## src/rtl/udp_synapse_loader_if.sv

```systemverilog
// -----------------------------------------------------------------------------
// udp_synapse_loader_if
// Bundles the two data paths of the synapse loader: the read side of the UDP
// receive FIFO and the write port of the synapse SRAM.
//   fifo_empty     FIFO has no word available
//   fifo_read      read strobe, one word per cycle
//   fifo_data_out  FIFO word, valid the cycle after fifo_read
//   sram_we        SRAM write enable
//   sram_addr      SRAM word address {row, word}
//   sram_wdata     SRAM write data
// Modports: master = loader side, slave = FIFO/SRAM side.
// -----------------------------------------------------------------------------
interface udp_synapse_loader_if #(
  parameter int SYNAPSE_DATA_WIDTH = 32,
  parameter int ADDR_W             = 17
) ();
  logic                          fifo_empty;
  logic                          fifo_read;
  logic [SYNAPSE_DATA_WIDTH-1:0] fifo_data_out;
  logic                          sram_we;
  logic [ADDR_W-1:0]             sram_addr;
  logic [SYNAPSE_DATA_WIDTH-1:0] sram_wdata;

  modport master (
    input  fifo_empty,
    input  fifo_data_out,
    output fifo_read,
    output sram_we,
    output sram_addr,
    output sram_wdata
  );

  modport slave (
    output fifo_empty,
    output fifo_data_out,
    input  fifo_read,
    input  sram_we,
    input  sram_addr,
    input  sram_wdata
  );
endinterface

```

## src/rtl/udp_synapse_loader.sv

```systemverilog
// -----------------------------------------------------------------------------
// udp_synapse_loader
// On each rising edge of frame_ready, reads exactly HANG_LEN words from the UDP
// receive FIFO and writes them as one row of the synapse SRAM. The row pointer
// advances once per completed frame and wraps after 2^ROW_W rows.
// Ports:
//   hclk                 clock
//   write_fifo_full_clr  asynchronous active-high reset
//   frame_ready          level input; a rising edge seen in IDLE starts a load
//   bus                  FIFO read side + SRAM write port (master modport)
//   load_busy            high from start until the DONE state exits
//   load_done            one-cycle pulse, one cycle after the last SRAM write
//   row_idx              row the current or next frame writes to
//   frame_checksum       (LOADER_CHECKSUM_EN only) mod-2^32 sum of the frame
// Build option: define LOADER_CHECKSUM_EN to add the frame_checksum output.
// -----------------------------------------------------------------------------
module udp_synapse_loader #(
  parameter int SYNAPSE_DATA_WIDTH = 32,
  parameter int HANG_LEN           = 256,
  parameter int HANG_LEN_B         = 8,
  parameter int ROW_W              = 9
) (
  input  logic                          hclk,
  input  logic                          write_fifo_full_clr,
  input  logic                          frame_ready,
  udp_synapse_loader_if.master          bus,
  output logic                          load_busy,
  output logic                          load_done,
  output logic [ROW_W-1:0]              row_idx
`ifdef LOADER_CHECKSUM_EN
  ,
  output logic [SYNAPSE_DATA_WIDTH-1:0] frame_checksum
`endif
);

  // rd_cnt must be able to hold HANG_LEN itself, hence one extra bit.
  localparam int CNT_W = HANG_LEN_B + 1;
  localparam logic [CNT_W-1:0] LAST_CNT = CNT_W'(HANG_LEN);

  typedef enum logic [1:0] {
    S_IDLE  = 2'd0,
    S_READ  = 2'd1,
    S_DRAIN = 2'd2,
    S_DONE  = 2'd3
  } state_t;

  state_t                          r_state;
  logic                            r_frame_ready_d;
  logic [CNT_W-1:0]                r_rd_cnt;
  logic                            r_rd_pending;
  logic [HANG_LEN_B-1:0]           r_wr_idx;
  logic [ROW_W-1:0]                r_row_idx;
  logic                            r_load_busy;
  logic                            r_load_done;
  logic                            r_sram_we;
  logic [ROW_W+HANG_LEN_B-1:0]     r_sram_addr;
  logic [SYNAPSE_DATA_WIDTH-1:0]   r_sram_wdata;

  logic                            w_start;
  logic                            w_fifo_read;

  assign w_start = frame_ready & ~r_frame_ready_d;

  // Read strobe: issued straight from fifo_empty so an empty FIFO is never read.
  always_comb begin
    w_fifo_read = 1'b0;
    if ((r_state == S_READ) && !bus.fifo_empty && (r_rd_cnt < LAST_CNT)) begin
      w_fifo_read = 1'b1;
    end else begin
      w_fifo_read = 1'b0;
    end
  end

  // frame_ready history for rising-edge detection.
  always_ff @(posedge hclk or posedge write_fifo_full_clr) begin
    if (write_fifo_full_clr) begin
      r_frame_ready_d <= 1'b0;
    end else begin
      r_frame_ready_d <= frame_ready;
    end
  end

  // Frame control FSM with its registered status outputs.
  always_ff @(posedge hclk or posedge write_fifo_full_clr) begin
    if (write_fifo_full_clr) begin
      r_state     <= S_IDLE;
      r_rd_cnt    <= '0;
      r_row_idx   <= '0;
      r_load_busy <= 1'b0;
      r_load_done <= 1'b0;
    end else begin
      case (r_state)
        S_IDLE: begin
          r_load_done <= 1'b0;
          if (w_start) begin
            r_state     <= S_READ;
            r_rd_cnt    <= '0;
            r_load_busy <= 1'b1;
          end
        end
        S_READ: begin
          if (w_fifo_read) begin
            r_rd_cnt <= r_rd_cnt + CNT_W'(1);
          end
          if (r_rd_cnt == LAST_CNT) begin
            r_state <= S_DRAIN;
          end
        end
        S_DRAIN: begin
          // Wait for the last word still in the read pipeline to be written.
          if (!r_rd_pending) begin
            r_state     <= S_DONE;
            r_load_done <= 1'b1;
            r_row_idx   <= r_row_idx + ROW_W'(1);
          end
        end
        S_DONE: begin
          r_state     <= S_IDLE;
          r_load_done <= 1'b0;
          r_load_busy <= 1'b0;
        end
        default: begin
          r_state     <= S_IDLE;
          r_load_done <= 1'b0;
          r_load_busy <= 1'b0;
        end
      endcase
    end
  end

  // Write pipeline: a read at N gives data at N+1 and a registered write at N+2.
  always_ff @(posedge hclk or posedge write_fifo_full_clr) begin
    if (write_fifo_full_clr) begin
      r_rd_pending <= 1'b0;
      r_sram_we    <= 1'b0;
      r_sram_addr  <= '0;
      r_sram_wdata <= '0;
      r_wr_idx     <= '0;
    end else begin
      r_rd_pending <= w_fifo_read;
      r_sram_we    <= r_rd_pending;
      if (r_rd_pending) begin
        r_sram_addr  <= {r_row_idx, r_wr_idx};
        r_sram_wdata <= bus.fifo_data_out;
        r_wr_idx     <= r_wr_idx + HANG_LEN_B'(1);
      end else if ((r_state == S_IDLE) && w_start) begin
        r_wr_idx <= '0;
      end
    end
  end

`ifdef LOADER_CHECKSUM_EN
  logic [SYNAPSE_DATA_WIDTH-1:0] r_checksum;

  // Running sum of written words; cleared on an accepted start.
  always_ff @(posedge hclk or posedge write_fifo_full_clr) begin
    if (write_fifo_full_clr) begin
      r_checksum <= '0;
    end else if (r_rd_pending) begin
      r_checksum <= r_checksum + bus.fifo_data_out;
    end else if ((r_state == S_IDLE) && w_start) begin
      r_checksum <= '0;
    end
  end

  assign frame_checksum = r_checksum;
`endif

  assign bus.fifo_read  = w_fifo_read;
  assign bus.sram_we    = r_sram_we;
  assign bus.sram_addr  = r_sram_addr;
  assign bus.sram_wdata = r_sram_wdata;
  assign load_busy      = r_load_busy;
  assign load_done      = r_load_done;
  assign row_idx        = r_row_idx;

endmodule

```

## src/flat_wrapper.sv

```systemverilog
// flat-port wrapper written by rule: the top's interface ports become plain ports
module udp_synapse_loader_flat 
#(
  parameter int SYNAPSE_DATA_WIDTH = 32,
  parameter int HANG_LEN           = 256,
  parameter int HANG_LEN_B         = 8,
  parameter int ROW_W              = 9
)
  (hclk, write_fifo_full_clr, frame_ready, load_busy, load_done, row_idx, bus_fifo_empty, bus_fifo_data_out, bus_fifo_read, bus_sram_we, bus_sram_addr, bus_sram_wdata);
  udp_synapse_loader_if #(.SYNAPSE_DATA_WIDTH(SYNAPSE_DATA_WIDTH), .ADDR_W(17)) bus_i ();
  input  logic hclk;
  input  logic write_fifo_full_clr;
  input  logic frame_ready;
  output logic load_busy;
  output logic load_done;
  output logic [ROW_W-1:0] row_idx;
  input wire logic [$bits(bus_i.fifo_empty)-1:0] bus_fifo_empty;
  input wire logic [$bits(bus_i.fifo_data_out)-1:0] bus_fifo_data_out;
  output wire logic [$bits(bus_i.fifo_read)-1:0] bus_fifo_read;
  output wire logic [$bits(bus_i.sram_we)-1:0] bus_sram_we;
  output wire logic [$bits(bus_i.sram_addr)-1:0] bus_sram_addr;
  output wire logic [$bits(bus_i.sram_wdata)-1:0] bus_sram_wdata;
  assign bus_i.fifo_empty = bus_fifo_empty;
  assign bus_i.fifo_data_out = bus_fifo_data_out;
  assign bus_fifo_read = bus_i.fifo_read;
  assign bus_sram_we = bus_i.sram_we;
  assign bus_sram_addr = bus_i.sram_addr;
  assign bus_sram_wdata = bus_i.sram_wdata;
  udp_synapse_loader #(.SYNAPSE_DATA_WIDTH(SYNAPSE_DATA_WIDTH), .HANG_LEN(HANG_LEN), .HANG_LEN_B(HANG_LEN_B), .ROW_W(ROW_W)) u_core (.hclk(hclk), .write_fifo_full_clr(write_fifo_full_clr), .frame_ready(frame_ready), .bus(bus_i), .load_busy(load_busy), .load_done(load_done), .row_idx(row_idx));
endmodule
```

## config.mk

```make
export PLATFORM = sky130hd
export DESIGN_NAME = udp_synapse_loader_flat
export DESIGN_NICKNAME = d
export VERILOG_FILES = /design/src/rtl/udp_synapse_loader_if.sv /design/src/rtl/udp_synapse_loader.sv /design/src/flat_wrapper.sv
export SDC_FILE = /design/constraint.sdc
export NUM_CORES = 1
export LEC_CHECK = 0
export BUFFER_PORTS_ARGS = -buffer_cell sky130_fd_sc_hd__clkbuf_2
export CAP_MARGIN = 20
export CORE_ASPECT_RATIO = 0.75
export CORE_UTILIZATION = 25
export DETAILED_ROUTE_END_ITERATION = 8
export MAX_ROUTING_LAYER = met4
export SKIP_CTS_REPAIR_TIMING = 1
export SYNTH_ARGS = -nofsm -noshare
export SYNTH_HDL_FRONTEND = slang
export SYNTH_SLANG_ARGS = --single-unit
export TNS_END_PERCENT = 1
```

## constraint.sdc

```tcl
create_clock -name hclk -period 4.5 [get_ports hclk]
set_clock_uncertainty 0.1 [all_clocks]
set_input_delay 0.45 -clock hclk [delete_from_list [all_inputs] [get_ports hclk]]
set_output_delay 0.45 -clock hclk [all_outputs]
set_load 0.01 [all_outputs]
```

# == After elaboration in Yosys (flattened, before gate mapping) ==
# Cells that the tools add are included.
# classes
muxes,14
n_bitwise,3
n_eq_ne,8
reduce_logical,15
order_cmp,1
addsub,3
# op_table
operator,count
$add A9 B1 Y9 const B,2
$mux W9,2
$pmux W9 S2,1
$mux W8,2
$eq A9 B9 Y1 const B,1
$lt A9 B9 Y1 const B,1
$add A8 B1 Y8 const B,1
$pmux W2 S4,1
$reduce_bool A2 Y1,4
$mux W2,3
$reduce_and A2 Y1,3
$reduce_and A3 Y1,2
$eq A2 B2 Y1 const B,2
$ne A2 B1 Y1 const B,2
$ne A2 B2 Y1 const B,2
$pmux W1 S2,2
$logic_and A1 B1 Y1,3
$mux W1,3
$eq A2 B1 Y1 const B,1
$logic_not A2 Y1,1
$not A1 Y1,2
$reduce_or A2 Y1,1
$and A1 B1 Y1,1
$logic_not A1 Y1,1
# word_totals
elab_cells,55
ff_bits,82
out_inout_bits,62
input_bits,36

# == Longest topological paths before layout ==
# depth
ltp_word,6
mapped_depth,8
ltp_nobuf,6

# == Worst setup path after synthesis ==
# No wires, ideal clock.
# synth_path
path_kind,register -> register
startpoint,reg u_core.r_state[1]
endpoint,reg u_core.r_rd_cnt[5]
path_stages_with_launch,9
period_less_slack_ns,2.077
arrival_ns,1.899
setup_slack_ns,2.423
path_cell_list,dfrtp_1 inv_1 ha_1 buf_6 nor3b_4 o22ai_2 buf_6 or4_1 a21oi_1
# synth_via
elab_chain_len,6
# synth_rtl
item,line_no,rtl
start: declaration,udp_synapse_loader.sv:47,state_t r_state;
start signal: assignment,udp_synapse_loader.sv:86,r_state <= S_IDLE;
start signal: assignment,udp_synapse_loader.sv:96,r_state <= S_READ;
start signal: assignment,udp_synapse_loader.sv:106,r_state <= S_DRAIN;
$eq A2 B1 Y1,udp_synapse_loader.sv:67,if ((r_state == S_READ) && !bus.fifo_empty && (r_rd_cnt < LAST_CNT)) begin
$logic_and A1 B1 Y1 (2 in series),udp_synapse_loader.sv:67,
$mux W1,udp_synapse_loader.sv:67,
via bus_fifo_read,flat_wrapper.sv:19,output wire logic [$bits(bus_i.fifo_read)-1:0] bus_fifo_read;
$ne A2 B1 Y1 (no source line),--,
$reduce_and A3 Y1 (no source line),--,
end signal: assignment,udp_synapse_loader.sv:103,r_rd_cnt <= r_rd_cnt + CNT_W'(1);
end: declaration,udp_synapse_loader.sv:49,logic [CNT_W-1:0] r_rd_cnt;
# The timed path passes the listed nets, and every way through them passes these cells.
# A chain may end at the register's enable or synchronous reset.

# == Worst setup path in the final report ==
# layout_path
startpoint,reg u_core.r_state[1]
endpoint,reg u_core.r_rd_cnt[5]
# layout_via
elab_chain_len,6
# layout_rtl
item,line_no
$eq A2 B1 Y1,"udp_synapse_loader.sv:67, udp_synapse_loader.sv:92"
$logic_and A1 B1 Y1 (2 in series),udp_synapse_loader.sv:67
$mux W1,udp_synapse_loader.sv:67
$ne A2 B1 Y1 (no source line),--
$reduce_and A3 Y1 (no source line),--
# Parallel ways exist; a longest one is shown, timed or not.

==> impl_results.html <==
<table>
<tr><th>Metric</th><th>Value</th></tr>
<tr><th colspan="2">Floorplanning</th></tr>
<tr><td>Core box area</td><td>13200 sq um</td></tr>
<tr><td>Placement row count</td><td>36</td></tr>
<tr><td>Width of the chip</td><td>137 um</td></tr>
<tr><td>Height of the die</td><td>103 um</td></tr>
<tr><td>Overall die area</td><td>14200 sq um</td></tr>
<tr><td>Number of top-level pins</td><td>98</td></tr>
<tr><td>Initial core utilization</td><td>26.0%</td></tr>
<tr><th colspan="2">GRT</th></tr>
<tr><td>Met2 routing resource usage after global routing</td><td>16.3%</td></tr>
<tr><td>Met3 Resource Use GR</td><td>4.00%</td></tr>
<tr><td>Via count of the first global-routing pass</td><td>2169</td></tr>
<tr><td>GRT Resource Usage Total</td><td>10.2%</td></tr>
<tr><td>Total congestion overflow</td><td>0</td></tr>
<tr><td>Met1 global-route usage</td><td>11.5%</td></tr>
<tr><td>Pin count of the biggest net entering global routing</td><td>62</td></tr>
<tr><td>Global-route wire length before repair</td><td>10.5 mm</td></tr>
<tr><td>Most Used Layer, Global Route</td><td>met2</td></tr>
<tr><td>Antenna violations before repair</td><td>0</td></tr>
<tr><th colspan="2">Clocking</th></tr>
<tr><td>Clk sink count</td><td>82</td></tr>
<tr><td>CTS tree</td><td>done</td></tr>
<tr><td>Number of buffers on the longest clock path</td><td>2</td></tr>
<tr><td>Cell chosen for the clock root</td><td>sky130_fd_sc_hd__clkbuf_16</td></tr>
<tr><td># H-tree levels</td><td>3</td></tr>
<tr><td>Clock network latency to the later pin of the worst-skew pair</td><td>340 ps</td></tr>
<tr><td>Total CTS buffers</td><td>9</td></tr>
<tr><td>Clock-pin slew reported for the worst setup and hold paths after clock tree synthesis</td><td>60 ps</td></tr>
<tr><th colspan="2">Power and ir drop</th></tr>
<tr><td>Switching power as a share of total power</td><td>27.8%</td></tr>
<tr><td>Part of the total power dissipated in sequential elements</td><td>47.1%</td></tr>
<tr><td>Clk pwr share</td><td>36.6%</td></tr>
<tr><td>Maximum resistive drop on vdd</td><td>175 uV</td></tr>
<tr><td>Design internal power</td><td>1470 uW</td></tr>
<tr><td>Total Power</td><td>2040 uW</td></tr>
<tr><td>Net switching power figure</td><td>567 uW</td></tr>
<tr><td>Static Leakage</td><td>0.00210 uW</td></tr>
<tr><td>Cell Pwr Density</td><td>464 nW/um^2</td></tr>
<tr><td>Gate power share</td><td>16.3%</td></tr>
<tr><th colspan="2">Finish</th></tr>
<tr><td>Area of combinational cells with multiple inputs</td><td>1290 sq um</td></tr>
<tr><td>Final cell utilization of the core</td><td>33.3%</td></tr>
<tr><td>Count of filler cells inserted in the layout</td><td>1326</td></tr>
<tr><td>Number of antenna cells inserted</td><td>0</td></tr>
<tr><td>Fraction of layout cells with a size suffix above 1</td><td>48.1%</td></tr>
<tr><td>Total area of sequential cells</td><td>2050 sq um</td></tr>
<tr><td>Layout net count</td><td>401</td></tr>
<tr><td>Area Growth Syn to Fin</td><td>28.2%</td></tr>
<tr><th colspan="2">Worst setup path</th></tr>
<tr><td>Critical path data required time</td><td>4660 ps</td></tr>
<tr><td>Worst path depth</td><td>6</td></tr>
<tr><td>Crit Path Max Fanout</td><td>11</td></tr>
<tr><td>CP Buf/Inv Count</td><td>1</td></tr>
<tr><td>Cell Chain, Critical Path</td><td>inv_1 &gt; ha_1 &gt; nor3b_4 &gt; o22ai_2 &gt; or4_1 &gt; a21oi_1</td></tr>
<tr><td>Worst Setup End Kind</td><td>flip-flop</td></tr>
<tr><td>Depth of the worst register-to-register path</td><td>6</td></tr>
<tr><td>Cell family with most CP delay</td><td>simple AND/OR/NAND/NOR gates</td></tr>
<tr><td>Slowest Stage Delay on Critical Path</td><td>540 ps</td></tr>
<tr><td>Category of the most critical setup path</td><td>flip-flop to flip-flop</td></tr>
<tr><td>Arrival time reported for the critical path endpoint</td><td>2400 ps</td></tr>
<tr><td>Slowest library cell on the worst path</td><td>sky130_fd_sc_hd__or4_1</td></tr>
<tr><td>Startpoint type of the worst setup path</td><td>flip-flop</td></tr>
<tr><th colspan="2">STA</th></tr>
<tr><td>Highest attainable clock frequency</td><td>446 MHz</td></tr>
<tr><td>Final hold vios</td><td>0</td></tr>
<tr><td>Tcrit/Tclk final</td><td>49.8%</td></tr>
<tr><td>Total negative slack</td><td>0 ps</td></tr>
<tr><td>Unrepaired setup endpoints after global routing</td><td>no</td></tr>
<tr><td>Number of max-slew violations in the final report</td><td>0</td></tr>
<tr><td>Transition time at the pin with the least slew margin</td><td>744 ps</td></tr>
<tr><td>Tmin final</td><td>2240 ps</td></tr>
<tr><td>Count of endpoints failing setup in the final report</td><td>0</td></tr>
<tr><td>Worst relative slew slack</td><td>50.4%</td></tr>
<tr><th colspan="2">Routing</th></tr>
<tr><td>Routed wire length per instance</td><td>12.7 um</td></tr>
<tr><td>First DRT Iteration DRCs</td><td>120</td></tr>
<tr><td>Mean number of vias per cell</td><td>4.35</td></tr>
<tr><td>Antenna violation net count after detailed routing</td><td>0</td></tr>
<tr><td>Vias after detailed routing</td><td>2317</td></tr>
<tr><td>Detailed Routing Iterations Pass 1</td><td>4</td></tr>
<tr><td>Final wirelength</td><td>6.78 mm</td></tr>
<tr><td>Total DRC errors in the routed layout</td><td>0</td></tr>
<tr><th colspan="2">Placement</th></tr>
<tr><td>Number of buffers added on ports</td><td>97</td></tr>
<tr><td>Final weighted congestion in routability-driven placement</td><td>0.792</td></tr>
<tr><td>Final HPWL DP</td><td>4.78 mm</td></tr>
<tr><th colspan="2">Logic synthesis</th></tr>
<tr><td>Post-Synthesis Cells</td><td>257</td></tr>
<tr><td>Post-Syn Nets</td><td>301</td></tr>
<tr><td>Count of flip-flops with a built-in enable after synthesis</td><td>0</td></tr>
<tr><td>Cell area after synthesis</td><td>3430 sq um</td></tr>
<tr><td>Post-synth top flop</td><td>sky130_fd_sc_hd__dfrtp_1</td></tr>
<tr><td>Share of the synthesized area in the top cell type</td><td>59.9%</td></tr>
<tr><td>Sequential fraction of the synthesis area</td><td>59.9%</td></tr>
<tr><td>Cell type with the highest aggregate area in the netlist</td><td>sky130_fd_sc_hd__dfrtp_1</td></tr>
<tr><td>Number of register bits inferred by synthesis</td><td>82</td></tr>
<tr><td>Synth warn</td><td>0</td></tr>
<tr><td>Asr flop ratio synth</td><td>100%</td></tr>
<tr><td>Post-Synthesis Mean Instance Area</td><td>13.3 sq um</td></tr>
<tr><td>Cell types occupying the most area after synthesis</td><td>sky130_fd_sc_hd__dfrtp_1, sky130_fd_sc_hd__mux2_2, sky130_fd_sc_hd__ha_1, sky130_fd_sc_hd__nand2_1, sky130_fd_sc_hd__nand3_1</td></tr>
<tr><td>Count of unique library cells instantiated by Yosys</td><td>40</td></tr>
<tr><th colspan="2">Flow run</th></tr>
<tr><td>Number of max-cap violations</td><td>0</td></tr>
<tr><th colspan="2">Outcome</th></tr>
<tr><td>Outcome</td><td>finished, final reports clean</td></tr>
<tr><th colspan="2">Hold path</th></tr>
<tr><td>Hold Crit Class</td><td>input port to async pin</td></tr>
</table>
[worst register-to-register path, delay by kind of cell, from the launching register on]
family | cells | cell delay, ps
buf+inv | 1 | 100
flops | 1 | 420
compound gates | 2 | 370
simple gates | 2 | 850
fa+ha+maj | 1 | 330
[final timing paths]
kind | endpoint | start | slack, ps
min in group hclk | u_core.r_frame_ready_d$_DFF_PP0_ | frame_ready | 150
setup reg to reg | u_core.r_rd_cnt[5]$_DFFE_PP0P_ | u_core.r_state[1]$_DFFE_PP0P_ | 2260
max in group asynchronous | u_core.r_rd_pending$_DFF_PP0_ | write_fifo_full_clr | 3210
setup / recovery | u_core.r_rd_cnt[5]$_DFFE_PP0P_ | u_core.r_state[1]$_DFFE_PP0P_ | 2260
hold reg to reg | u_core.r_wr_idx[7]$_DFFE_PP0P_ | u_core.r_wr_idx[7]$_DFFE_PP0P_ | 390
hold / removal | u_core.bus.sram_wdata[3]$_DFFE_PP0P_ | write_fifo_full_clr | 80
[area by class of cell]
cell class | count | area share [%]
timing repair buffer | 99 | 11.4
clock inverter | 5 | 1.40
inverter | 9 | 0.797
clock buffer | 11 | 5.53
multi-input combinational | 156 | 29.3
tap | 171 | 4.87
sequential | 82 | 46.7
[synthesized netlist by cell type (2+ instances only)]
| cell type | n |
|---|---|
| sky130_fd_sc_hd__o31ai_1 | 3 |
| sky130_fd_sc_hd__and4_1 | 3 |
| sky130_fd_sc_hd__xnor2_1 | 6 |
| sky130_fd_sc_hd__buf_6 | 2 |
| sky130_fd_sc_hd__or3_1 | 2 |
| sky130_fd_sc_hd__mux2_2 | 50 |
| sky130_fd_sc_hd__xor2_1 | 3 |
| sky130_fd_sc_hd__nand3_1 | 11 |
| sky130_fd_sc_hd__nand2b_1 | 2 |
| sky130_fd_sc_hd__nor2b_1 | 2 |
| sky130_fd_sc_hd__and3_1 | 2 |
| sky130_fd_sc_hd__ha_1 | 8 |
| sky130_fd_sc_hd__o21ai_0 | 10 |
| sky130_fd_sc_hd__nand4_1 | 4 |
| sky130_fd_sc_hd__dfrtp_1 | 82 |
| sky130_fd_sc_hd__nand2_1 | 19 |
| sky130_fd_sc_hd__a21oi_1 | 6 |
| sky130_fd_sc_hd__or4_1 | 3 |
| sky130_fd_sc_hd__nor2_1 | 2 |
| sky130_fd_sc_hd__mux2i_1 | 2 |
| sky130_fd_sc_hd__inv_1 | 9 |
| sky130_fd_sc_hd__clkbuf_1 | 7 |
| sky130_fd_sc_hd__or4b_2 | 2 |
[cell families (layout without fill, tap and decap cells)]
logic type	after synthesis	after routing	share of synthesized area, %
multiplexers	53	53	17.5
AND/OR/NAND/NOR	59	59	9.82
adder cells (fa/ha/maj)	8	8	2.92
buffers and inverters	19	124	2.56
AO/OA/AOI/OAI	27	27	5.04
flip-flops	82	82	59.9
XOR/XNOR	9	9	2.30
[state kept, by name, indices dropped and copies added, names as in the netlist]
register / count
u_core.r_rd_pending: 1
u_core.r_state: 2
u_core.load_done: 1
u_core.r_wr_idx: 8
u_core.row_idx: 9
u_core.r_frame_ready_d: 1
u_core.load_busy: 1
u_core.bus.sram_addr: 17
u_core.bus.sram_wdata: 32
u_core.r_rd_cnt: 9
u_core.bus.sram_we: 1
[placed cells by master, fill, tap and decap left out, types with 2 or more instances in the layout]
master	Yosys	layout
sky130_fd_sc_hd__nor2b_1	2	2
sky130_fd_sc_hd__xor2_1	3	3
sky130_fd_sc_hd__mux2_2	50	50
sky130_fd_sc_hd__and4_1	3	3
sky130_fd_sc_hd__nand2b_1	2	2
sky130_fd_sc_hd__and3_1	2	2
sky130_fd_sc_hd__clkbuf_2	0	97
sky130_fd_sc_hd__mux2i_1	2	2
sky130_fd_sc_hd__or3_1	2	2
sky130_fd_sc_hd__o31ai_1	3	3
sky130_fd_sc_hd__nor2_1	2	2
sky130_fd_sc_hd__dfrtp_1	82	81
sky130_fd_sc_hd__clkbuf_16	0	9
sky130_fd_sc_hd__buf_4	0	2
sky130_fd_sc_hd__or4b_2	2	2
sky130_fd_sc_hd__nand3_1	11	11
sky130_fd_sc_hd__nand4_1	4	4
sky130_fd_sc_hd__ha_1	8	8
sky130_fd_sc_hd__inv_1	9	8
sky130_fd_sc_hd__a21oi_1	6	6
sky130_fd_sc_hd__nand2_1	19	19
sky130_fd_sc_hd__o21ai_0	10	10
sky130_fd_sc_hd__clkinvlp_4	0	3
sky130_fd_sc_hd__xnor2_1	6	6
sky130_fd_sc_hd__or4_1	3	3
[power groups by stage]
stage               Clock [uW]  Combinational, uW  Sequential [uW]
finish                     745                332              960
global route               808                380              981
CTS                        778                340              960
detailed placement           0                338              974
global placement             0                328              965
floorplan                    0                185              982
[metal layers]
layer / routed length [um] / vias up
met1: 3030 / 1115
met2: 3130 / 81
met4: 96 / 0
met5: 0 / -
li1: - / 1111
met3: 527 / 10
[per-stage QoR]
| stage | std cells | cell area [sq um] | setup slack, ps | hold WS [ps] |
|---|---|---|---|---|
| 6_report | 533 | 4390 | 2260 | 78.3 |
| 5_1_grt | 533 | 4390 | 2080 | 132 |
| 4_1_cts | 533 | 4390 | 2250 | 85.8 |
| 3_5_place_dp | 517 | 4090 | 2280 | 382 |
| 3_3_place_gp | 517 | 4090 | 2380 | 370 |
| 2_1_floorplan | 257 | 3430 | 1840 | 252 |
No activity file was read; power rests on OpenSTA's default activity.
